**src/rtl/lc3_mem_pkg.sv**
```systemverilog
// Shared types for the LC-3 memory arbiter: FSM state, access owner and R_W encoding.
package lc3_mem_pkg;

    typedef enum logic [1:0] {
        ST_IDLE   = 2'd0,
        ST_ACCESS = 2'd1,
        ST_DONE   = 2'd2
    } state_t;

    typedef enum logic {
        OWN_CPU = 1'b0,
        OWN_DBG = 1'b1
    } owner_t;

    localparam logic RW_READ  = 1'b0;
    localparam logic RW_WRITE = 1'b1;

endpackage

```
**src/rtl/lc3_mem_arbiter_if.sv**
```systemverilog
// Request/response and SRAM bus of the LC-3 memory arbiter.
// slave = arbiter side, master = CPU/debug/SRAM environment side.
interface lc3_mem_arbiter_if #(
    parameter int ADDR_W = 16,
    parameter int DATA_W = 16
);
    logic              i_MIO_EN;
    logic              i_R_W;
    logic [ADDR_W-1:0] i_cpu_addr;
    logic [DATA_W-1:0] i_cpu_wdata;
    logic [DATA_W-1:0] o_cpu_rdata;
    logic              o_Ready_Bit;

    logic              i_dbg_req;
    logic              i_dbg_we;
    logic [ADDR_W-1:0] i_dbg_addr;
    logic [DATA_W-1:0] i_dbg_wdata;
    logic              o_dbg_gnt;
    logic              o_dbg_valid;
    logic [DATA_W-1:0] o_dbg_rdata;

    logic              o_mem_en;
    logic              o_mem_we;
    logic [ADDR_W-1:0] o_mem_addr;
    logic [DATA_W-1:0] o_mem_wdata;
    logic [DATA_W-1:0] i_mem_rdata;
    logic              o_busy;

    modport slave (
        input  i_MIO_EN, i_R_W, i_cpu_addr, i_cpu_wdata,
        output o_cpu_rdata, o_Ready_Bit,
        input  i_dbg_req, i_dbg_we, i_dbg_addr, i_dbg_wdata,
        output o_dbg_gnt, o_dbg_valid, o_dbg_rdata,
        output o_mem_en, o_mem_we, o_mem_addr, o_mem_wdata,
        input  i_mem_rdata,
        output o_busy
    );

    modport master (
        output i_MIO_EN, i_R_W, i_cpu_addr, i_cpu_wdata,
        input  o_cpu_rdata, o_Ready_Bit,
        output i_dbg_req, i_dbg_we, i_dbg_addr, i_dbg_wdata,
        input  o_dbg_gnt, o_dbg_valid, o_dbg_rdata,
        input  o_mem_en, o_mem_we, o_mem_addr, o_mem_wdata,
        output i_mem_rdata,
        input  o_busy
    );
endinterface

```
**src/rtl/lc3_mem_wait_timer.sv**
```systemverilog
// SRAM wait-state timer: loaded at grant, counts down through ACCESS, flags the last cycle.
module lc3_mem_wait_timer #(
    parameter int WAIT_CYCLES = 2
) (
    input  logic i_clk,
    input  logic i_Reset,
    input  logic load,
    input  logic en,
    output logic last
);
    localparam int CNT_W = $clog2(WAIT_CYCLES + 1);

    generate
        if (WAIT_CYCLES < 1) begin : g_bad_wait
            $error("lc3_mem_wait_timer: WAIT_CYCLES must be >= 1");
        end
    endgenerate

    logic [CNT_W-1:0] cnt;

    // Saturates at zero so a stray enable after the access cannot wrap.
    always_ff @(posedge i_clk) begin
        if (i_Reset)
            cnt <= '0;
        else if (load)
            cnt <= CNT_W'(WAIT_CYCLES);
        else if (en && cnt != '0)
            cnt <= cnt - CNT_W'(1);
    end

    assign last = (cnt == CNT_W'(1));
endmodule

```
**src/rtl/lc3_mem_arbiter.sv**
```systemverilog
// LC-3 memory sequencer sharing one SRAM port between the CPU datapath and a debug/loader port.
// Optional LC3_MEMARB_RR_EN: alternate on simultaneous requests instead of fixed CPU priority.
module lc3_mem_arbiter
    import lc3_mem_pkg::*;
#(
    parameter int ADDR_W      = 16,
    parameter int DATA_W      = 16,
    parameter int WAIT_CYCLES = 2
) (
    input logic              i_clk,
    input logic              i_Reset,
    lc3_mem_arbiter_if.slave bus
);
    typedef struct packed {
        logic              we;
        logic [ADDR_W-1:0] addr;
        logic [DATA_W-1:0] wdata;
    } req_t;

    state_t            state, state_nxt;
    owner_t            owner;
    req_t              req_q, cpu_in, dbg_in;
    logic              cpu_req, dbg_req, grant, grant_cpu;
    logic              cpu_armed, dbg_first;
    logic              timer_last, last_acc;
    logic [DATA_W-1:0] cpu_rdata_q, dbg_rdata_q;

    // A Ready-completed CPU access disarms the CPU until microcode drops MIO_EN.
    assign cpu_req = bus.i_MIO_EN & cpu_armed;
    assign dbg_req = bus.i_dbg_req;
    assign grant   = (state == ST_IDLE) & (cpu_req | dbg_req);

`ifdef LC3_MEMARB_RR_EN
    owner_t last_grant;

    always_ff @(posedge i_clk) begin
        if (i_Reset)
            last_grant <= OWN_DBG;
        else if (grant)
            last_grant <= grant_cpu ? OWN_CPU : OWN_DBG;
    end

    assign grant_cpu = cpu_req & (~dbg_req | (last_grant == OWN_DBG));
`else
    assign grant_cpu = cpu_req;
`endif

    always_comb begin
        cpu_in       = '0;
        cpu_in.we    = bus.i_R_W;
        cpu_in.addr  = bus.i_cpu_addr;
        cpu_in.wdata = bus.i_cpu_wdata;
        dbg_in       = '0;
        dbg_in.we    = bus.i_dbg_we;
        dbg_in.addr  = bus.i_dbg_addr;
        dbg_in.wdata = bus.i_dbg_wdata;
    end

    lc3_mem_wait_timer #(.WAIT_CYCLES(WAIT_CYCLES)) u_wait (
        .i_clk   (i_clk),
        .i_Reset (i_Reset),
        .load    (grant),
        .en      (state == ST_ACCESS),
        .last    (timer_last)
    );

    assign last_acc = timer_last & (state == ST_ACCESS);

    always_ff @(posedge i_clk) begin
        if (i_Reset)
            state <= ST_IDLE;
        else
            state <= state_nxt;
    end

    always_comb begin
        state_nxt = state;
        unique case (state)
            ST_IDLE:   if (grant) state_nxt = ST_ACCESS;
            ST_ACCESS: if (last_acc) state_nxt = ST_DONE;
            ST_DONE:   state_nxt = ST_IDLE;
            default:   state_nxt = ST_IDLE;
        endcase
    end

    always_comb begin
        bus.o_mem_en    = 1'b0;
        bus.o_mem_we    = 1'b0;
        bus.o_Ready_Bit = 1'b0;
        bus.o_dbg_gnt   = 1'b0;
        bus.o_dbg_valid = 1'b0;
        bus.o_mem_addr  = req_q.addr;
        bus.o_mem_wdata = req_q.wdata;
        bus.o_cpu_rdata = cpu_rdata_q;
        bus.o_dbg_rdata = dbg_rdata_q;
        bus.o_busy      = (state != ST_IDLE);
        unique case (state)
            ST_ACCESS: begin
                bus.o_mem_en  = 1'b1;
                bus.o_mem_we  = (req_q.we == RW_WRITE);
                bus.o_dbg_gnt = dbg_first;
            end
            ST_DONE: begin
                bus.o_Ready_Bit = (owner == OWN_CPU);
                bus.o_dbg_valid = (owner == OWN_DBG);
            end
            default: ;
        endcase
    end

    always_ff @(posedge i_clk) begin
        if (i_Reset) begin
            req_q       <= '0;
            owner       <= OWN_CPU;
            dbg_first   <= 1'b0;
            cpu_rdata_q <= '0;
            dbg_rdata_q <= '0;
            cpu_armed   <= 1'b1;
        end else begin
            dbg_first <= grant & ~grant_cpu;
            if (grant) begin
                owner <= grant_cpu ? OWN_CPU : OWN_DBG;
                req_q <= grant_cpu ? cpu_in : dbg_in;
            end
            // Read data is taken at the end of the final wait state and held until the next read.
            if (last_acc && req_q.we == RW_READ) begin
                if (owner == OWN_CPU)
                    cpu_rdata_q <= bus.i_mem_rdata;
                else
                    dbg_rdata_q <= bus.i_mem_rdata;
            end
            if (state == ST_DONE && owner == OWN_CPU)
                cpu_armed <= 1'b0;
            else if (!bus.i_MIO_EN)
                cpu_armed <= 1'b1;
        end
    end
endmodule

```
**src/flat_wrapper.sv**
```systemverilog
// flat-port wrapper written by rule: the top's interface ports become plain ports
module lc3_mem_arbiter_flat import lc3_mem_pkg::*;
#(
    parameter int ADDR_W      = 16,
    parameter int DATA_W      = 16,
    parameter int WAIT_CYCLES = 2
)
  (i_clk, i_Reset, bus_i_MIO_EN, bus_i_R_W, bus_i_cpu_addr, bus_i_cpu_wdata, bus_o_cpu_rdata, bus_o_Ready_Bit, bus_i_dbg_req, bus_i_dbg_we, bus_i_dbg_addr, bus_i_dbg_wdata, bus_o_dbg_gnt, bus_o_dbg_valid, bus_o_dbg_rdata, bus_o_mem_en, bus_o_mem_we, bus_o_mem_addr, bus_o_mem_wdata, bus_i_mem_rdata, bus_o_busy);
  lc3_mem_arbiter_if #(.ADDR_W(ADDR_W), .DATA_W(DATA_W)) bus_i ();
  input logic i_clk;
  input logic i_Reset;
  input wire logic [$bits(bus_i.i_MIO_EN)-1:0] bus_i_MIO_EN;
  input wire logic [$bits(bus_i.i_R_W)-1:0] bus_i_R_W;
  input wire logic [$bits(bus_i.i_cpu_addr)-1:0] bus_i_cpu_addr;
  input wire logic [$bits(bus_i.i_cpu_wdata)-1:0] bus_i_cpu_wdata;
  output wire logic [$bits(bus_i.o_cpu_rdata)-1:0] bus_o_cpu_rdata;
  output wire logic [$bits(bus_i.o_Ready_Bit)-1:0] bus_o_Ready_Bit;
  input wire logic [$bits(bus_i.i_dbg_req)-1:0] bus_i_dbg_req;
  input wire logic [$bits(bus_i.i_dbg_we)-1:0] bus_i_dbg_we;
  input wire logic [$bits(bus_i.i_dbg_addr)-1:0] bus_i_dbg_addr;
  input wire logic [$bits(bus_i.i_dbg_wdata)-1:0] bus_i_dbg_wdata;
  output wire logic [$bits(bus_i.o_dbg_gnt)-1:0] bus_o_dbg_gnt;
  output wire logic [$bits(bus_i.o_dbg_valid)-1:0] bus_o_dbg_valid;
  output wire logic [$bits(bus_i.o_dbg_rdata)-1:0] bus_o_dbg_rdata;
  output wire logic [$bits(bus_i.o_mem_en)-1:0] bus_o_mem_en;
  output wire logic [$bits(bus_i.o_mem_we)-1:0] bus_o_mem_we;
  output wire logic [$bits(bus_i.o_mem_addr)-1:0] bus_o_mem_addr;
  output wire logic [$bits(bus_i.o_mem_wdata)-1:0] bus_o_mem_wdata;
  input wire logic [$bits(bus_i.i_mem_rdata)-1:0] bus_i_mem_rdata;
  output wire logic [$bits(bus_i.o_busy)-1:0] bus_o_busy;
  assign bus_i.i_MIO_EN = bus_i_MIO_EN;
  assign bus_i.i_R_W = bus_i_R_W;
  assign bus_i.i_cpu_addr = bus_i_cpu_addr;
  assign bus_i.i_cpu_wdata = bus_i_cpu_wdata;
  assign bus_o_cpu_rdata = bus_i.o_cpu_rdata;
  assign bus_o_Ready_Bit = bus_i.o_Ready_Bit;
  assign bus_i.i_dbg_req = bus_i_dbg_req;
  assign bus_i.i_dbg_we = bus_i_dbg_we;
  assign bus_i.i_dbg_addr = bus_i_dbg_addr;
  assign bus_i.i_dbg_wdata = bus_i_dbg_wdata;
  assign bus_o_dbg_gnt = bus_i.o_dbg_gnt;
  assign bus_o_dbg_valid = bus_i.o_dbg_valid;
  assign bus_o_dbg_rdata = bus_i.o_dbg_rdata;
  assign bus_o_mem_en = bus_i.o_mem_en;
  assign bus_o_mem_we = bus_i.o_mem_we;
  assign bus_o_mem_addr = bus_i.o_mem_addr;
  assign bus_o_mem_wdata = bus_i.o_mem_wdata;
  assign bus_i.i_mem_rdata = bus_i_mem_rdata;
  assign bus_o_busy = bus_i.o_busy;
  lc3_mem_arbiter #(.ADDR_W(ADDR_W), .DATA_W(DATA_W), .WAIT_CYCLES(WAIT_CYCLES)) u_core (.i_clk(i_clk), .i_Reset(i_Reset), .bus(bus_i));
endmodule
```
**config.mk**
```make
export PLATFORM = sky130hd
export DESIGN_NAME = lc3_mem_arbiter_flat
export DESIGN_NICKNAME = d
export VERILOG_FILES = /design/src/rtl/lc3_mem_pkg.sv /design/src/rtl/lc3_mem_arbiter_if.sv /design/src/rtl/lc3_mem_wait_timer.sv /design/src/rtl/lc3_mem_arbiter.sv /design/src/flat_wrapper.sv
export SDC_FILE = /design/constraint.sdc
export NUM_CORES = 1
export LEC_CHECK = 0
export ABC_AREA = 1
export BUFFER_PORTS_ARGS = -buffer_cell sky130_fd_sc_hd__buf_2
export CAP_MARGIN = 0
export CORE_UTILIZATION = 34
export CTS_CLUSTER_DIAMETER = 100
export DETAILED_ROUTE_END_ITERATION = 8
export GPL_TIMING_DRIVEN = 1
export SLEW_MARGIN = 20
export SYNTH_ARGS = -nofsm -noshare
export SYNTH_HDL_FRONTEND = slang
export SYNTH_SLANG_ARGS = --single-unit
export TNS_END_PERCENT = 50
```
**constraint.sdc**
```tcl
create_clock -name i_clk -period 2.7 [get_ports i_clk]
set_clock_uncertainty 0.2 [all_clocks]
set_input_delay 0.27 -clock i_clk [delete_from_list [all_inputs] [get_ports i_clk]]
set_output_delay 0.27 -clock i_clk [all_outputs]
set_load 0.005 [all_outputs]
```
Yosys cells after proc, flatten, opt, wreduce, memory -nomap -nowiden
Cells that the tools add are included.

Output and inout port bits: 70. Logic and storage cells: 51. Input port bits: 86. Register bits: 72.

Reductions and logical operators: 11. Eq/ne operators: 6. Bitwise operators: 8. Mux-type cells: 14. Add/sub/neg operators: 1.

Operator list (number): $mux 33 (1); $mux 1 (8); $mux 2 (4); $ne 2x1->1 const B (3); $reduce_and 2->1 (3); $reduce_bool 2->1 (3); $and 1x1->1 (4); $eq 2x1->1 const B (2); $pmux 2 s2 (1); $logic_and 1x1->1 (3); $not 1->1 (3); $eq 2x2->1 const B (1); $logic_not 2->1 (1); $reduce_or 2->1 (1); $sub 2x1->2 const B (1); $or 1x1->1 (1).

Depth between registers and ports, before layout
Depth in word-level cells: 5. Mapped depth: 8. Depth with buffers taken out: 8.

Modules after synthesis
From an unflattened synthesis, not the netlist that was laid out.

Cells, all modules: 654. Area total of the unflattened synthesis: 3876.2 um^2.

By module, submodules not included: lc3_mem_arbiter (times used 1, seq. area each 1401.3 um^2, cells each 634, area each 3746.1 um^2); lc3_mem_wait_timer (times used 1, seq. area each 40.0 um^2, cells each 20, area each 130.1 um^2).

Worst setup path after synthesis
No wires, ideal clock.

Path kind: register to register. Start point: reg u_core.u_wait.cnt[0]. End point: reg u_core.dbg_rdata_q[10], in the netlist u_core.bus.o_dbg_rdata[10]. Stages on the path, launching flop included: 8. Data arrival time: 1.250 ns. Buffers on the path: 1. Data required time: 2.390 ns. Path slack: 1.140 ns. Clock period less this slack: 1.560 ns. Cell sequence: dfxtp_1 ha_1 nand3_1 nor2_2 buf_4 nand3_1 nand2_1 nor2_1.

Cells in the longest elaborated chain, start to end: 4.

Ends and longest elaborated chain: from (decl) (RTL line lc3_mem_wait_timer.sv:19) `logic [CNT_W-1:0] cnt;`; from (signal assigned) (RTL line lc3_mem_wait_timer.sv:26) `cnt <= CNT_W'(WAIT_CYCLES);`; from (signal assigned) (RTL line lc3_mem_wait_timer.sv:28) `cnt <= cnt - CNT_W'(1);`; $eq 2x1->1 (RTL line lc3_mem_wait_timer.sv:31) `assign last = (cnt == CNT_W'(1));`; $and 1x1->1 (RTL line lc3_mem_arbiter.sv:67) `assign last_acc = timer_last & (state == ST_ACCESS);`; $logic_and 1x1->1 (RTL line lc3_mem_arbiter.sv:126) `if (last_acc && req_q.we == RW_READ) begin`; $reduce_and 2->1 (no source line); to (signal assigned) (RTL line lc3_mem_arbiter.sv:130) `dbg_rdata_q <= bus.i_mem_rdata;`; to (decl) (RTL line lc3_mem_arbiter.sv:26) `logic [DATA_W-1:0] cpu_rdata_q, dbg_rdata_q;`.

No other way between the ends. A chain may end at the register's enable or synchronous reset.

Final worst setup path
Start point: reg u_core.cpu_armed. End point: reg u_core.req_q, in the netlist u_core.bus.o_mem_wdata[0].

Cells in the longest elaborated chain, start to end: 3. Elaborated cells between the ends (all ways): 4. Those cells by class: mux: 1; bitwise: 3.

Ends and longest elaborated chain: from (decl) (RTL line lc3_mem_arbiter.sv:24) `logic cpu_armed, dbg_first;`; from (signal assigned) (RTL line lc3_mem_arbiter.sv:118) `cpu_armed <= 1'b1;`; from (signal assigned) (RTL line lc3_mem_arbiter.sv:133) `cpu_armed <= 1'b0;`; from (signal assigned) (RTL line lc3_mem_arbiter.sv:135) `cpu_armed <= 1'b1;`; $and 1x1->1 (*) (RTL line lc3_mem_arbiter.sv:29) `assign cpu_req = bus.i_MIO_EN & cpu_armed;`; $or 1x1->1 (RTL line lc3_mem_arbiter.sv:31) `assign grant = (state == ST_IDLE) & (cpu_req | dbg_req);`; $and 1x1->1 (RTL line lc3_mem_arbiter.sv:31); to (signal assigned) (RTL line lc3_mem_arbiter.sv:123) `req_q <= grant_cpu ? cpu_in : dbg_in;`; to (decl) (RTL line lc3_mem_arbiter.sv:22) `req_t req_q, cpu_in, dbg_in;`.

Mark *: on every way between the ends. The rest lies on a longest branch, timed or not.

==> out/results.ini <==
[global_routing]
antenna_found_initial = 0
grt_first_pass_wirelength_mm = 15.40
grt_max_degree = 38
grt-ovfl-total = 0
grt_pass1_vias = 3402
grt_usage = 0.1709

[floorplanning]
die_x_microns = 106.6
placementRows = 37
die_h_microns = 106.6
start_util = 0.3555
core_area_sq_um = 10460
die_area_sq_um = 11360
io_pins = 156

[timing]
setup_viol = 0
drv_slew = 0
finalCritPeriodShare = 0.7915
rsz0062_at_grt = no
worst_pin_slew_ns = 0.6330
fmax_ghz = 0.4679
fin_setup_tns_ns = 0
relSlewSlack = 0.5770
whs_ns = 0.01574
layout_min_cycle_time_ns = 2.137
hold_violations = 0

[cts]
clk_pin_slew_worst_paths_ns = 0.08
post_cts_buffers = 0
cts_resized = 0
cts_max_level = 3
clk_latency_ns = 0.33
postCtsHoldBufs = 17
clock_path_buffers = 2
cts_tree = built
cts-root-buf = clkbuf_8
numCtsBuffers = 9
clock_sinks = 72

[setup_path]
rr_endpoint = u_core.bus.o_mem_wdata[0]$_SDFFE_PP0P_
reg2reg_depth = 9
critPathMaxFanout = 35
crit_type = flop to flop
cp.required_ns = 2.73
r2r_slack_ns = 0.56
worstSetupEndpointType = flop
arrival_ns = 2.17
cp-start-kind = flop
timing.rr.start = u_core.cpu_armed$_SDFFE_PP1P_

[layout]
drive_gt1_frac = 0.2632
final_common_cell = nand2_1
syn_to_final_growth_pct = 27.28
insertedDiodeCount = 0
final_cell_mix = 235 x nand2_1, 155 x buf_2, 95 x inv_1
finalNetCount = 805

[yosys]
yosys.area.top_type = dfxtp_1
yosys_warnings = 0
syn_area_sq_um = 3720
synth.distinct_cells = 22
synth_nets = 673
ys_top_cells_by_area = dfxtp_1 39%, nand2_1 24%, inv_1 9.7%, nand3_1 9.0%, buf_4 8.1%
synth.top_cell.area_share = 0.3875
syn_avg_cell_area_sq_um = 6.359
ys_seq_elements = 72
ys_seq_area_frac = 0.3875
syn_inst = 585

[placed_design]
dpl.hpwl_mm = 6.645
io_buffers = 155
globalplace.congestion = 0.7887

[route]
avgRoutedWirePerCell_microns = 11.03
drtIter0Drc = 153
via_per_inst = 4.272
wl_mm = 9.465
antenna_left = 0
dr.pass1.iters = 4
vias = 3665
drc = 0

[power]
max-vdd-ir-drop_mv = 0.1837
power_density_nw_per_um2 = 520.3
power.leakage_nw = 2.770

[job]
max-cap-violations = 0

[hold_path]
hold_class = primary input to flop
holdPathEnd = u_core.bus.o_mem_wdata[10]$_SDFFE_PP0P_
hold_path_depth = 5
hold_start = bus_i_cpu_wdata[10]

[run_status]
outcome = complete, no violations

## critical path: stages (launching register included)
cell and delay (ns):
dfxtp_1 0.32, nand2_2 0.06, buf_4 0.32, inv_1 0.07, buf_4 0.24, nand2_1 0.09
nand2_1 0.05, dlygate4sd3_1 0.55, nand2_1 0.07, nand2_1 0.04
## cell families (layout without fill, tap and decap cells)
| logic type | Yosys count | in the layout | share of synthesized area |
|---|---|---|---|
| buffers and inverters | 157 | 294 | 0.2059 |
| DFF | 72 | 72 | 0.3875 |
| xor gates and xnor gates | 1 | 1 | 0.002355 |
| and+or+nand+nor | 349 | 349 | 0.3922 |
| AOI/OAI and AO/OA | 4 | 4 | 0.005379 |
| adders and majority gates | 2 | 2 | 0.006726 |
## Yosys cell counts, drive strengths merged
library cell / n
o21ai: 3
dfxtp: 72
nand4: 2
a21oi: 1
inv: 97
nand3: 67
nor2: 40
ha: 2
nand3b: 1
clkbuf: 8
xor2: 1
buf: 52
nand2: 237
or2: 1
nor3: 1
## routing by layer
layer  wire length (microns)  up-vias  track usage
met4                      59        0      0.05577
li1                        -     1950            -
met1                    4269     1579       0.1985
met5                       0        -            0
met2                    4429      131       0.3018
met3                     706        5      0.04681
## worst max-delay path by stage
stage / start / end / slack [ns] / cells past startpoint
after floorplan: u_core.u_wait.cnt[0]$_SDFFE_PP0P_ / u_core.bus.o_dbg_rdata[10]$_SDFFE_PP0P_ / 1.14 / 7
after global placement: u_core.u_wait.cnt[0]$_SDFFE_PP0P_ / u_core.bus.o_cpu_rdata[0]$_SDFFE_PP0P_ / 0.94 / 7
after detailed placement: u_core.u_wait.cnt[1]$_SDFFE_PP0P_ / u_core.bus.o_cpu_rdata[0]$_SDFFE_PP0P_ / 0.90 / 8
after CTS: u_core.cpu_armed$_SDFFE_PP1P_ / u_core.bus.o_mem_wdata[0]$_SDFFE_PP0P_ / 0.56 / 9
after global routing: u_core.cpu_armed$_SDFFE_PP1P_ / u_core.bus.o_mem_wdata[15]$_SDFFE_PP0P_ / 0.43 / 9
final: u_core.cpu_armed$_SDFFE_PP1P_ / u_core.bus.o_mem_wdata[0]$_SDFFE_PP0P_ / 0.56 / 9
## power by group
| group | total [W] | switching (W) | leakage (nW) | internal (W) |
|---|---|---|---|---|
| Clock | 0.000941 | 0.000400 | 0.112 | 0.000541 |
| Combinational | 0.000380 | 0.000214 | 2.07 | 0.000165 |
| Sequential | 0.00114 | 0.0000282 | 0.587 | 0.00111 |
## registers in the layout, indices dropped and copies added (netlist names), 2 cells and up
register	count
u_core.bus.o_cpu_rdata	16
u_core.bus.o_dbg_rdata	16
u_core.bus.o_mem_addr	16
u_core.bus.o_mem_wdata	16
u_core.state	2
u_core.u_wait.cnt	2
## layout make-up
class,count,area (sq um)
well taps,136,170.2
fillers,1123,5728
clock inverters,6,82.58
inverters,97,364.1
repair buffers,181,1026
clock buffers,10,137.6
multi-input cells,356,1513
flip-flops and latches,72,1441
## stage by stage
stage	utilization	cells	power (W)	area, sq um	setup slack [ns]
2_1_floorplan	-	585	0.001419	3720	1.140
6_report	0.4525	858	0.002463	4735	0.5630
3_3_place_gp	0.4152	825	0.001523	4344	0.9425
3_5_place_dp	0.4152	825	0.001530	4344	0.9047
5_1_grt	0.4525	858	0.002608	4735	0.4331
4_1_cts	0.4525	858	0.002498	4735	0.5617
Note: power is estimated with default switching activity, not from simulation.
